<file path="src/rtl/seg7_pkg.sv">
// Shared definitions for the seven-segment scan readback path: active-low
// segment codes, controller states, per-slot pattern classes and the frame type.
package seg7_pkg;

   localparam int NUM_SLOTS = 4;

   localparam logic [6:0] SEG_0     = 7'h40;
   localparam logic [6:0] SEG_1     = 7'h79;
   localparam logic [6:0] SEG_2     = 7'h24;
   localparam logic [6:0] SEG_3     = 7'h30;
   localparam logic [6:0] SEG_4     = 7'h19;
   localparam logic [6:0] SEG_5     = 7'h12;
   localparam logic [6:0] SEG_6     = 7'h02;
   localparam logic [6:0] SEG_7     = 7'h78;
   localparam logic [6:0] SEG_8     = 7'h00;
   localparam logic [6:0] SEG_9     = 7'h10;
   localparam logic [6:0] SEG_BLANK = 7'h7F;
   localparam logic [6:0] SEG_MINUS = 7'h3F;

   typedef enum logic [1:0] {COLLECT, CHECK, CONVERT, DONE} state_t;
   typedef enum logic [1:0] {DIGIT, BLANK, MINUS, ILLEGAL} seg_class_t;

   // Index 0 is the rightmost digit, index 3 carries the optional sign.
   typedef logic [NUM_SLOTS-1:0][6:0] frame_t;

endpackage

</file>
<file path="src/rtl/seg7_to_bcd.sv">
// Classifies one active-low segment pattern and returns its decimal digit.
// Blank and minus both read as digit 0; minus is only legal in the sign slot.
module seg7_to_bcd
   import seg7_pkg::*;
(
   input  logic [6:0] seg,
   input  logic       is_slot3,
   output logic [3:0] bcd,
   output seg_class_t cls
);

   // NOTE: every output gets a default before the case so no path infers a latch.
   always_comb begin
      bcd = 4'd0;
      cls = DIGIT;
      case (seg)
         SEG_0:     bcd = 4'd0;
         SEG_1:     bcd = 4'd1;
         SEG_2:     bcd = 4'd2;
         SEG_3:     bcd = 4'd3;
         SEG_4:     bcd = 4'd4;
         SEG_5:     bcd = 4'd5;
         SEG_6:     bcd = 4'd6;
         SEG_7:     bcd = 4'd7;
         SEG_8:     bcd = 4'd8;
         SEG_9:     bcd = 4'd9;
         SEG_BLANK: cls = BLANK;
         SEG_MINUS: cls = is_slot3 ? MINUS : ILLEGAL;
         default:   cls = ILLEGAL;
      endcase
   end

endmodule

</file>
<file path="src/rtl/seg_scan_decoder.sv">
// Rebuilds the four displayed characters from the multiplexed segment scan,
// waits for a stable display and converts it to a signed value with a valid pulse.
module seg_scan_decoder
   import seg7_pkg::*;
#(
   parameter int STABLE_FRAMES = 2,
   parameter int MATCH_W       = 4
) (
   input  logic        clk,
   input  logic        rst,
   input  logic [6:0]  seg,
   input  logic [1:0]  refreshcounter,
   input  logic        sample_en,
   output logic [13:0] value,
   output logic        negative,
   output logic        valid,
   output logic        err,
   output logic        busy
);

   localparam logic [MATCH_W-1:0] MATCH_TARGET = MATCH_W'(STABLE_FRAMES);

   state_t               state, state_next;
   frame_t               slot, frame, prev_frame, last_emitted;
   logic [NUM_SLOTS-1:0] seen;
   logic                 last_emitted_ok;
   logic [MATCH_W-1:0]   match, match_next;
   logic [13:0]          acc, acc_step;
   logic                 neg_next;
   logic [1:0]           digit_idx;
   logic                 frame_done, frame_illegal, same_as_prev, already_emitted;
   logic [3:0]           bcd [NUM_SLOTS];
   seg_class_t           cls [NUM_SLOTS];

   assign frame_done = (seen == '1);

   // Slot capture runs in every state; a completed frame clears seen even when
   // the controller is busy and the frame is dropped.
   // NOTE: sequential state uses non-blocking assignments only.
   always_ff @(posedge clk or posedge rst) begin
      if (rst) begin
         slot <= {NUM_SLOTS{SEG_BLANK}};
         seen <= '0;
      end else begin
         if (sample_en)
            slot[refreshcounter] <= seg;
         seen <= (frame_done ? '0 : seen) | (sample_en ? (4'b0001 << refreshcounter) : '0);
      end
   end

   for (genvar i = 0; i < NUM_SLOTS; i++) begin : g_slot
      seg7_to_bcd u_dec (
         .seg      (frame[i]),
         .is_slot3 (i == NUM_SLOTS - 1),
         .bcd      (bcd[i]),
         .cls      (cls[i])
      );
   end

   always_comb begin
      frame_illegal = 1'b0;
      for (int i = 0; i < NUM_SLOTS; i++)
         if (cls[i] == ILLEGAL)
            frame_illegal = 1'b1;
   end

   assign same_as_prev    = (frame == prev_frame);
   assign already_emitted = last_emitted_ok && (frame == last_emitted);

   // acc*10 + d; the sum never exceeds 9999 so the 14-bit result is exact.
   assign acc_step = (acc << 3) + (acc << 1) + {10'd0, bcd[digit_idx]};

   always_comb begin
      state_next = state;
      match_next = match;
      case (state)
         COLLECT: begin
            if (frame_done)
               state_next = CHECK;
         end
         CHECK: begin
            state_next = COLLECT;
            if (frame_illegal) begin
               match_next = '0;
            end else begin
               if (!same_as_prev)
                  match_next = {{(MATCH_W-1){1'b0}}, 1'b1};
               else if (match >= MATCH_TARGET)
                  match_next = MATCH_TARGET;
               else
                  match_next = match + 1'b1;
               if (match_next == MATCH_TARGET && !already_emitted)
                  state_next = CONVERT;
            end
         end
         CONVERT: begin
            if (digit_idx == 2'd0)
               state_next = DONE;
         end
         DONE:    state_next = COLLECT;
         default: state_next = COLLECT;
      endcase
   end

   always_ff @(posedge clk or posedge rst) begin
      if (rst) begin
         state           <= COLLECT;
         match           <= '0;
         frame           <= {NUM_SLOTS{SEG_BLANK}};
         prev_frame      <= {NUM_SLOTS{SEG_BLANK}};
         last_emitted    <= {NUM_SLOTS{SEG_BLANK}};
         last_emitted_ok <= 1'b0;
         acc             <= '0;
         neg_next        <= 1'b0;
         digit_idx       <= '0;
         value           <= '0;
         negative        <= 1'b0;
      end else begin
         state <= state_next;
         match <= match_next;
         case (state)
            COLLECT: begin
               if (frame_done)
                  frame <= slot;
            end
            CHECK: begin
               prev_frame <= frame;
               acc        <= '0;
               neg_next   <= 1'b0;
               digit_idx  <= 2'd3;
            end
            CONVERT: begin
               acc       <= acc_step;
               digit_idx <= digit_idx - 2'd1;
               if (cls[digit_idx] == MINUS)
                  neg_next <= 1'b1;
               // Load the result on the final step so it is visible with valid.
               if (digit_idx == 2'd0) begin
                  value    <= acc_step;
                  negative <= neg_next;
               end
            end
            DONE: begin
               last_emitted    <= frame;
               last_emitted_ok <= 1'b1;
            end
            default: ;
         endcase
      end
   end

   assign valid = (state == DONE);
   assign err   = (state == CHECK) && frame_illegal;
   assign busy  = (state != COLLECT);

endmodule

</file>
<file path="config.mk">
export PLATFORM = sky130hd
export DESIGN_NAME = seg_scan_decoder
export DESIGN_NICKNAME = d
export VERILOG_FILES = /design/src/rtl/seg7_pkg.sv /design/src/rtl/seg7_to_bcd.sv /design/src/rtl/seg_scan_decoder.sv
export SDC_FILE = /design/constraint.sdc
export NUM_CORES = 1
export LEC_CHECK = 0
export CORE_MARGIN = 8
export CORE_UTILIZATION = 56
export CTS_CLUSTER_SIZE = 20
export DETAILED_ROUTE_END_ITERATION = 16
export GPL_TIMING_DRIVEN = 1
export HOLD_SLACK_MARGIN = 0.06
export PLACE_DENSITY = 0.77
export SLEW_MARGIN = 20
export SYNTH_ARGS = -nofsm -noshare
export SYNTH_HDL_FRONTEND = slang
export SYNTH_SLANG_ARGS = --single-unit
</file>
<file path="constraint.sdc">
create_clock -name clk -period 4.48 [get_ports clk]
set_input_delay 0.448 -clock clk [delete_from_list [all_inputs] [get_ports clk]]
set_output_delay 0.448 -clock clk [all_outputs]
set_load 0.1 [all_outputs]
</file>
==> impl_metrics.toml, run 1 <==
[critical_path]
critPathRequiredTime_ns = 4.80
cp_slowest_cell = "dfstp_2"
cp_top_family = "compound AO/OA/AOI/OAI gates"
slowest_delay_ns = 0.67
critPathCaptureType = "flop"
crit_chain = "nand3_1, or4_1, a31oi_1, mux4_2, ha_1, ha_1, fa_1, a21o_1, a21oi_2, o21ai_0, o41ai_1, xnor2_1, mux2_2"
critPathMaxFanout = 13
crit_type = "reg -> reg"
crit_buf_inv = 0
crit_path_frequent_cell = "ha_1"
worst_ep_arrival_time_ns = 4.42
start_kind = "flop"

[floorplan]
start_util_pct = 56.7
rows = 44
num_io_pins = 30
die_w_um = 137
die_h_um = 137
coreArea_sq_um = 14400
die_area_sq_um = 18700

[route]
drc_errors = 0
wl_per_cell_um = 19.7
ant_nets = 0
drt_iter0_drc = 428
dr.pass1.iters = 6
routed_wirelength_um = 17700
vias_per_cell = 5.94
vias = 5342

[sta]
hold_viol = 0
final-setup-viol-count = 0
fin_worst_skew_ns = 0.00943
rsz0062_at_grt = "false"
worst_pin_slew_ns = 0.984
fin_tns_setup_ns = 0
drv_slew = 0
fmax_ghz = 0.244
post-route-min-period_ns = 4.10
hold_ws_ns = 0.465
relSlewSlack_pct = 34.2
min_period_over_period_pct = 91.6

[power_and_ir_drop]
vdd_drop_max_mv = 0.457
p_leak_uw = 0.00373
power_density_nw_per_um2 = 620

[synthesis]
synth_edf_count = 0
synth_nets = 738
yosys_warnings = 0
async_reset_ff_share_pct = 100
syn_area_sq_um = 8150
synth_top_flop_cell = "dfstp_2"
ys_types = 61
syn_inst = 695
synth_seq_cells = 154
syn_area_per_cell_sq_um = 11.7
seq_area_frac_synth_pct = 49.0

[clock_tree]
clock_latency_ns = 0.43
cts_max_level = 4
hold_buffers = 0
postCtsSetupRepairBufs = 0
cts_tree = "yes"
post_cts_resized = 0
clockBufferDepth = 2
cts_buffers = 17
cts.sinks = 154
cts.clk_slew.worst_paths_ns = 0.06
cts_root_buf = "clkbuf_16"

[placement]
hpwlAfterDp_um = 12500
io_buffers = 29
gp_congestion = 0.919

[outcome]
status = "complete, no violations"

[cells_and_area]
drive_above_1_share_pct = 38.0
multi_input_area_sq_um = 3900
fillers = 1083
synthToLayoutAreaGrowth_pct = 11.6
regArea_sq_um = 3990
diodes = 0
layout.nets = 746

[global_routing]
grt_overflow = 0
grtUsageTotal_pct = 20.1
grt_pass1_wl_um = 29000
grt_max_degree = 100
grt_pass1_vias = 5516
antenna_found_initial = 0

[min_path]
hold_class = "reg -> reg"

[job]
drv_cap = 0
synth_stat cells, drive strengths merged, types with 4 or more instances:
master	number	area, sq um
a21oi	18	93.8
nand3b	8	60.1
nand4	13	81.3
inv	19	71.3
nor2	17	63.8
nand3	11	55.1
nand2b	5	31.3
xnor2	48	420
ha	29	363
o2bb2ai	11	96.3
mux2	114	1280
buf	18	83.8
nor3	16	80.1
clkbuf	28	105
dfstp	112	2940
xor2	26	228
a31oi	5	31.3
a21o	5	37.5
nor3b	4	35.0
nand2	44	165
nor2b	6	37.5
or3	5	31.3
o21ai	19	95.1
dfrtp	42	1050
nor4	11	68.8
o31ai	5	37.5
o22ai	8	50.1
cells in the final DEF, fill, tap and decap left out, types with 11 or more instances in the layout:
cell type / instances
dfrtp_1: 42
clkbuf_16: 19
ha_1: 29
nor2_1: 17
xor2_1: 26
nor3_1: 16
inv_1: 18
mux2_2: 114
dfstp_2: 112
a21oi_1: 17
nand4_1: 13
xnor2_1: 48
nand3_1: 11
o2bb2ai_1: 11
o21ai_0: 19
nor4_1: 11
nand2_1: 44
clkdlybuf4s50_1: 28
metal layers:
layer  GRT usage, %  vias up  wire length [um]  share of wire [%]
met2           31.7      157              8390                 47
met1           26.4     2647              7960                 45
met5              0        -                 0                  0
met3           4.11       36               831                4.7
met4           8.91        0               535                3.0
li1               -     2502                 -                  -
final timing paths:
check	from	endpoint	slack (ns)	cells past startpoint
worst max-delay path	frame[14]	value[10]	0.38	13
worst min-delay path	last_emitted_ok	last_emitted_ok	0.46	1
worst max register to register	frame[14]	value[10]	0.38	13
worst min register to register	last_emitted_ok	last_emitted_ok	0.46	1
max in group asynchronous	rst	frame[1]	2.92	3
min in group asynchronous	rst	seen[3]	0.59	2
where the power goes:
group / total, uW / internal (uW) / switching [uW]
logic: 1690 / 879 / 813
registers: 2570 / 1960 / 609
clock network: 1370 / 779 / 591
total: 5630 / 3620 / 2010
registers in the layout, summed over array words and instances (netlist names), 2 cells and up, named ones only:
register      count
digit_idx         2
acc              13
seen              4
value            14
match             4
frame            28
slot             28
last_emitted     28
prev_frame       28
logic make-up after synthesis:
logic type	Yosys count	synth area share, %
AOI/OAI and AO/OA	102	8.78
xor gates and xnor gates	74	7.95
adders and majority gates	31	4.94
buffers and inverters	65	3.19
DFF	154	49.0
muxes	117	16.3
and+or+nand+nor	152	9.86
area by class of cell:
| class | instances | area share, % |
|---|---|---|
| Sequential cell | 154 | 43.9 |
| Multi-Input combinational cell | 476 | 42.8 |
| Clock buffer | 21 | 5.31 |
| Timing Repair Buffer | 35 | 3.66 |
| Tap cell | 184 | 2.53 |
| Clock inverter | 10 | 0.894 |
| Inverter | 19 | 0.839 |
metrics by stage:
stage          cells  util [%]  instance area, sq um  setup slack (ns)  power, uW
6_report         899      63.3                  9090             0.375       5630
3_5_place_dp     868      59.4                  8530             0.384       4250
3_3_place_gp     868      59.4                  8530             0.527       4160
4_1_cts          899      63.3                  9090             0.342       5640
2_1_floorplan    695         -                  8150            0.0675       3800
5_1_grt          899      63.3                  9090             0.142       5930
No activity file was read; power rests on OpenSTA's default activity.
==> run 2, diff against run 1 <==
--- a/config.mk
+++ b/config.mk
@@ -11,8 +11,7 @@
 export DETAILED_ROUTE_END_ITERATION = 16
 export GPL_TIMING_DRIVEN = 1
 export HOLD_SLACK_MARGIN = 0.06
-export PLACE_DENSITY = 0.77
-export SLEW_MARGIN = 20
+export PLACE_DENSITY_LB_ADDON = 0.1
 export SYNTH_ARGS = -nofsm -noshare
 export SYNTH_HDL_FRONTEND = slang
 export SYNTH_SLANG_ARGS = --single-unit
==> run 2 against run 1 <==
- clock skew about the same
- worst hold slack improved by 0.014 ns
- worst setup slack better by 0.073 ns
- sequential share of layout area shrank 0.21 points
- largest cell class unchanged
==> impl_metrics.toml, run 2 (same netlist as run 1, synthesis figures left out) <==
[floorplan]
die_area_sq_um = 18700
coreArea_sq_um = 14400
num_io_pins = 30
die_w_um = 137
die_h_um = 137
start_util_pct = 56.7
rows = 44

[route]
vias_per_cell = 5.92
drc_errors = 0
vias = 5337
wl_per_cell_um = 19.9
drt_iter0_drc = 267
routed_wirelength_um = 17900
ant_nets = 0
dr.pass1.iters = 5

[global_routing]
grt_overflow = 0
antenna_found_initial = 0
grt_pass1_wl_um = 29700
grt_pass1_vias = 5538
grt_max_degree = 71
grtUsageTotal_pct = 20.9

[power_and_ir_drop]
switching_share_pct = 34.8
internal-power_uw = 3720
comb_power_share_pct = 29.7
vdd_drop_max_mv = 0.438
p_leak_uw = 0.00376
power_density_nw_per_um2 = 625
p_clk_share_pct = 25.6
share_seq_of_total_power_pct = 44.7
p_switching_uw = 1990

[critical_path]
start_kind = "flop"
critPathCaptureType = "flop"
critPathRequiredTime_ns = 4.79
crit_type = "reg -> reg"
critPathMaxFanout = 11
rr_endpoint = "value[10]"
ff2ff_path_depth = 13
worst_ep_arrival_time_ns = 4.34
rrSetupSlack_ns = 0.45
timing.rr.start = "frame[3]"

[clock_tree]
cts.sinks = 154
post_cts_resized = 0
clock_latency_ns = 0.43
cts.clk_slew.worst_paths_ns = 0.06
clockBufferDepth = 2
cts_max_level = 4
cts_root_buf = "clkbuf_16"
cts_tree = "yes"
cts_buffers = 17
postCtsSetupRepairBufs = 0
hold_buffers = 0

[cells_and_area]
synthToLayoutAreaGrowth_pct = 12.1
final_cell_count_no_fill = 901
fillers = 1129
post-route-cell-area_sq_um = 9140
diodes = 0
layout.nets = 747
layout_common_cells = "mux2_2 (114), dfstp_2 (112), xnor2_1 (48)"
drive_above_1_share_pct = 38.2
layout.cells.most_common = "mux2_2"

[placement]
gp_congestion = 0.865
dp_cells = 869
io_buffers = 29
hpwlAfterDp_um = 12700
placed_area_sq_um = 8540

[outcome]
status = "complete, no violations"

[sta]
fmax_ghz = 0.248
final-setup-viol-count = 0
fin_worst_skew_ns = 0.00976
drv_slew = 0
rsz0062_at_grt = "false"
relSlewSlack_pct = 33.1
fin_tns_setup_ns = 0
hold_viol = 0
post-route-min-period_ns = 4.03
min_period_over_period_pct = 90.0
worst_pin_slew_ns = 1.00

[min_path]
min_from = "last_emitted_ok"
hold_class = "reg -> reg"
whs_path_depth = 1
hold_path_end = "last_emitted_ok"

[job]
drv_cap = 0
-- run 2: per-stage QoR --
step / hold WS (ns) / setup WS, ns / utilization [%] / power (uW)
finish: 0.478 / 0.448 / 63.6 / 5710
global placement: 0.455 / 0.558 / 59.4 / 4180
floorplan: 0.439 / 0.0675 / - / 3800
global route: 0.489 / 0.111 / 63.6 / 6050
CTS: 0.476 / 0.475 / 63.6 / 5750
detailed placement: 0.454 / 0.481 / 59.4 / 4260
-- run 2: power by group through the flow --
stage               logic (uW)  registers (uW)  clock network, uW
finish                    1700            2550               1460
global route              1860            2640               1550
CTS                       1710            2540               1500
detailed placement        1700            2560                  0
global placement          1660            2520                  0
floorplan                 1660            2140                  0
-- run 2: how the worst max path moves through the flow --
stage,slack [ns],from,cells after the start,end
after floorplan,0.07,rst,1,async pin
after global placement,0.56,frame[17],13,value[10]
after detailed placement,0.48,frame[17],13,value[10]
after CTS,0.48,frame[17],13,value[10]
after global routing,0.11,frame[17],13,value[10]
final,0.45,frame[3],13,value[10]
-- run 2: area by class of cell --
cell class,instances,area [sq um],share of cell area [%]
flip-flops and latches,154,3990,43.7
clock buffers,19,433,4.74
clock inverters,13,168,1.83
inverters,19,76.3,0.835
multi-input cells,476,3900,42.6
repair buffers,36,340,3.72
well taps,184,230,2.52
-- run 2: metal layers --
metal	global-route usage (%)	up-vias	share of wire [%]
met5	0	-	0
met4	10.7	0	3.5
met3	4.70	36	4.6
met2	33.0	136	48
met1	26.5	2657	44
li1	-	2508	-
-- run 2: worst max-delay path, stage by stage, from the launching register on --
cell	delay, ns
dfstp_2	0.65
or3_1	0.20
nor3_1	0.07
a22o_1	0.29
mux4_2	0.47
ha_1	0.30
ha_1	0.24
fa_1	0.43
a21o_1	0.21
a21oi_2	0.20
o21ai_0	0.14
o41ai_1	0.31
xnor2_1	0.13
mux2_2	0.27
==> run 3, diff against run 2 <==
--- a/config.mk
+++ b/config.mk
@@ -14,4 +14,5 @@
 export PLACE_DENSITY_LB_ADDON = 0.1
 export SYNTH_ARGS = -nofsm -noshare
 export SYNTH_HDL_FRONTEND = slang
+export SYNTH_HIERARCHICAL = 1
 export SYNTH_SLANG_ARGS = --single-unit
==> run 3 against run 2 <==
- total power increased by 2.6%
- cell area increased by 4.0%
- routed wire length increased by 5.1%
- clock-buffer cell count increased by 3
- core utilization decreased by 0.37 points
- clock power decreased by 3%
- first-iteration DRC count increased by 34%
- via count increased by 6.4%
==> impl_metrics.toml, run 3 <==
[outcome]
status = "complete, no violations"

[route]
ant_nets = 0
dr.pass1.iters = 5
vias_per_cell = 6.00
drt_iter0_drc = 357
vias = 5681
drc_errors = 0
routed_wirelength_um = 18800
wl_per_cell_um = 19.9

[placement]
io_buffers = 29
gp_congestion = 0.851
hpwlAfterDp_um = 13600

[sta]
final-setup-viol-count = 0
fmax_ghz = 0.251
fin_worst_skew_ns = 0.00776
worst_pin_slew_ns = 0.991
post-route-min-period_ns = 3.98
hold_viol = 0
relSlewSlack_pct = 33.7
rsz0062_at_grt = "false"
fin_tns_setup_ns = 0
min_period_over_period_pct = 88.9
drv_slew = 0
hold_ws_ns = 0.475

[critical_path]
slowest_delay_ns = 0.68
critPathMaxFanout = 14
start_kind = "flop"
cp_top_family = "compound AO/OA/AOI/OAI gates"
crit_path_frequent_cell = "ha_1"
cp_slowest_cell = "dfstp_2"
crit_buf_inv = 0
crit_type = "reg -> reg"
worst_ep_arrival_time_ns = 4.34
critPathRequiredTime_ns = 4.83
rrSetupSlack_ns = 0.50
crit_chain = "and3b_1, o211ai_1, nand2_1, mux4_2, ha_1, ha_1, fa_1, a211oi_1, o21bai_1, a2111oi_2, o2111ai_1, nand3_1"
critPathCaptureType = "flop"

[global_routing]
grtUsageTotal_pct = 20.1
grt_max_degree = 82
grt_overflow = 0
grt_pass1_wl_um = 30700
grt_pass1_vias = 5608
antenna_found_initial = 0

[clock_tree]
clock_latency_ns = 0.43
hold_buffers = 0
cts_buffers = 17
cts.clk_slew.worst_paths_ns = 0.06
cts_root_buf = "clkbuf_16"
clockBufferDepth = 2
post_cts_resized = 0
cts_tree = "yes"
cts.sinks = 154
cts_max_level = 4
postCtsSetupRepairBufs = 0

[floorplan]
die_h_um = 139
die_area_sq_um = 19400
coreArea_sq_um = 15000
die_w_um = 139
start_util_pct = 56.7
rows = 45
num_io_pins = 30

[cells_and_area]
layout_common_cells = "dfstp_2 (112), mux2_2 (104), dfrtp_1 (42)"
diodes = 0
layout.cells.most_common = "dfstp_2"
synthToLayoutAreaGrowth_pct = 11.6
drive_above_1_share_pct = 36.2
layout.nets = 789
fillers = 1149

[synthesis]
synth_top_area_share_pct = 34.5
synth_common_cells = "dfstp_2 (112), mux2_2 (104), dfrtp_1 (42)"
yosys_warnings = 6
async_reset_ff_share_pct = 100
syn_inst = 725
synth_top_flop_cell = "dfstp_2"
synth_top_area_cell = "dfstp_2"
yosysMostFrequentCell = "dfstp_2"
synth_seq_cells = 154
syn_area_sq_um = 8520
synth_area_leaders = "dfstp_2 (35%), mux2_2 (14%), dfrtp_1 (12%)"
syn_area_per_cell_sq_um = 11.8
seq_area_frac_synth_pct = 46.9
ys_types = 63
synth_edf_count = 0

[job]
drv_cap = 0

[power_and_ir_drop]
power_density_nw_per_um2 = 616
p_leak_uw = 0.00401
vdd_drop_max_mv = 0.378

[min_path]
hold_class = "reg -> reg"
-- run 3: cell types whose count changed after synthesis, sizes merged, moves of 8 or more --
cell,change
o2bb2ai,-11
xnor2,-15
nand4,+8
inv,+8
o21ai,+10
xor2,+9
-- run 3: report_power, final --
part | leakage, uW | switching, uW | internal [uW]
sequential | 0.00172 | 638 | 1990
combinational | 0.00201 | 908 | 912
clock | 0.000287 | 586 | 824
-- run 3: final cells by class --
class,instances,area (sq um),share of cell area (%)
clock inverter,10,105,1.11
tap,188,235,2.47
inverter,27,106,1.12
clock buffer,22,475,5.00
sequential,154,3990,42.0
multi-input combinational,512,4260,44.9
timing repair buffer,34,325,3.42
-- run 3: metal layers --
layer	routed length, um	vias up	GRT usage (%)	share of wire, %
li1	-	2682	-	-
met1	8760	2869	26.5	47
met2	9090	117	32.6	48
met3	678	13	4.07	3.6
met4	276	0	6.59	1.5
met5	0	-	0	0
-- run 3: kinds of logic after synthesis --
kind of cell,count (synthesis),synth area share (%)
AOI/OAI and AO/OA,107,8.18
xor gates and xnor gates,68,6.99
adders and majority gates,31,4.73
buffers and inverters,61,3.17
DFF,154,46.9
muxes,121,16.5
other,2,0.0882
and+or+nand+nor,181,13.4
-- run 3: worst paths after layout --
| check | end | startpoint | cells after the start |
|---|---|---|---|
| max reg2reg | acc[10] | frame[7] | 12 |
| min in group asynchronous | seen[1] | rst | 2 |
| max in group asynchronous | last_emitted[23] | rst | 3 |
| min reg2reg | value[8] | value[8] | 2 |
| min | value[8] | value[8] | 2 |
| max | acc[10] | frame[7] | 12 |
-- run 3: tightest hold or removal path, stage by stage (launching register included) --
cell and delay [ns]:
dfrtp_1 0.34, nand2_1 0.05, o21ai_0 0.06
-- run 3: stage by stage --
stage | total power, uW | worst slack [ns] | instance area [sq um] | instances | util (%)
after CTS | 5890 | 0.486 | 9500 | 947 | 63.2
after global placement | 4380 | 0.635 | 8920 | 915 | 59.4
after global routing | 6180 | 0.224 | 9500 | 947 | 63.2
after detailed placement | 4460 | 0.522 | 8920 | 915 | 59.4
final | 5860 | 0.499 | 9500 | 947 | 63.2
after floorplan | 3920 | 0.0675 | 8530 | 727 | -
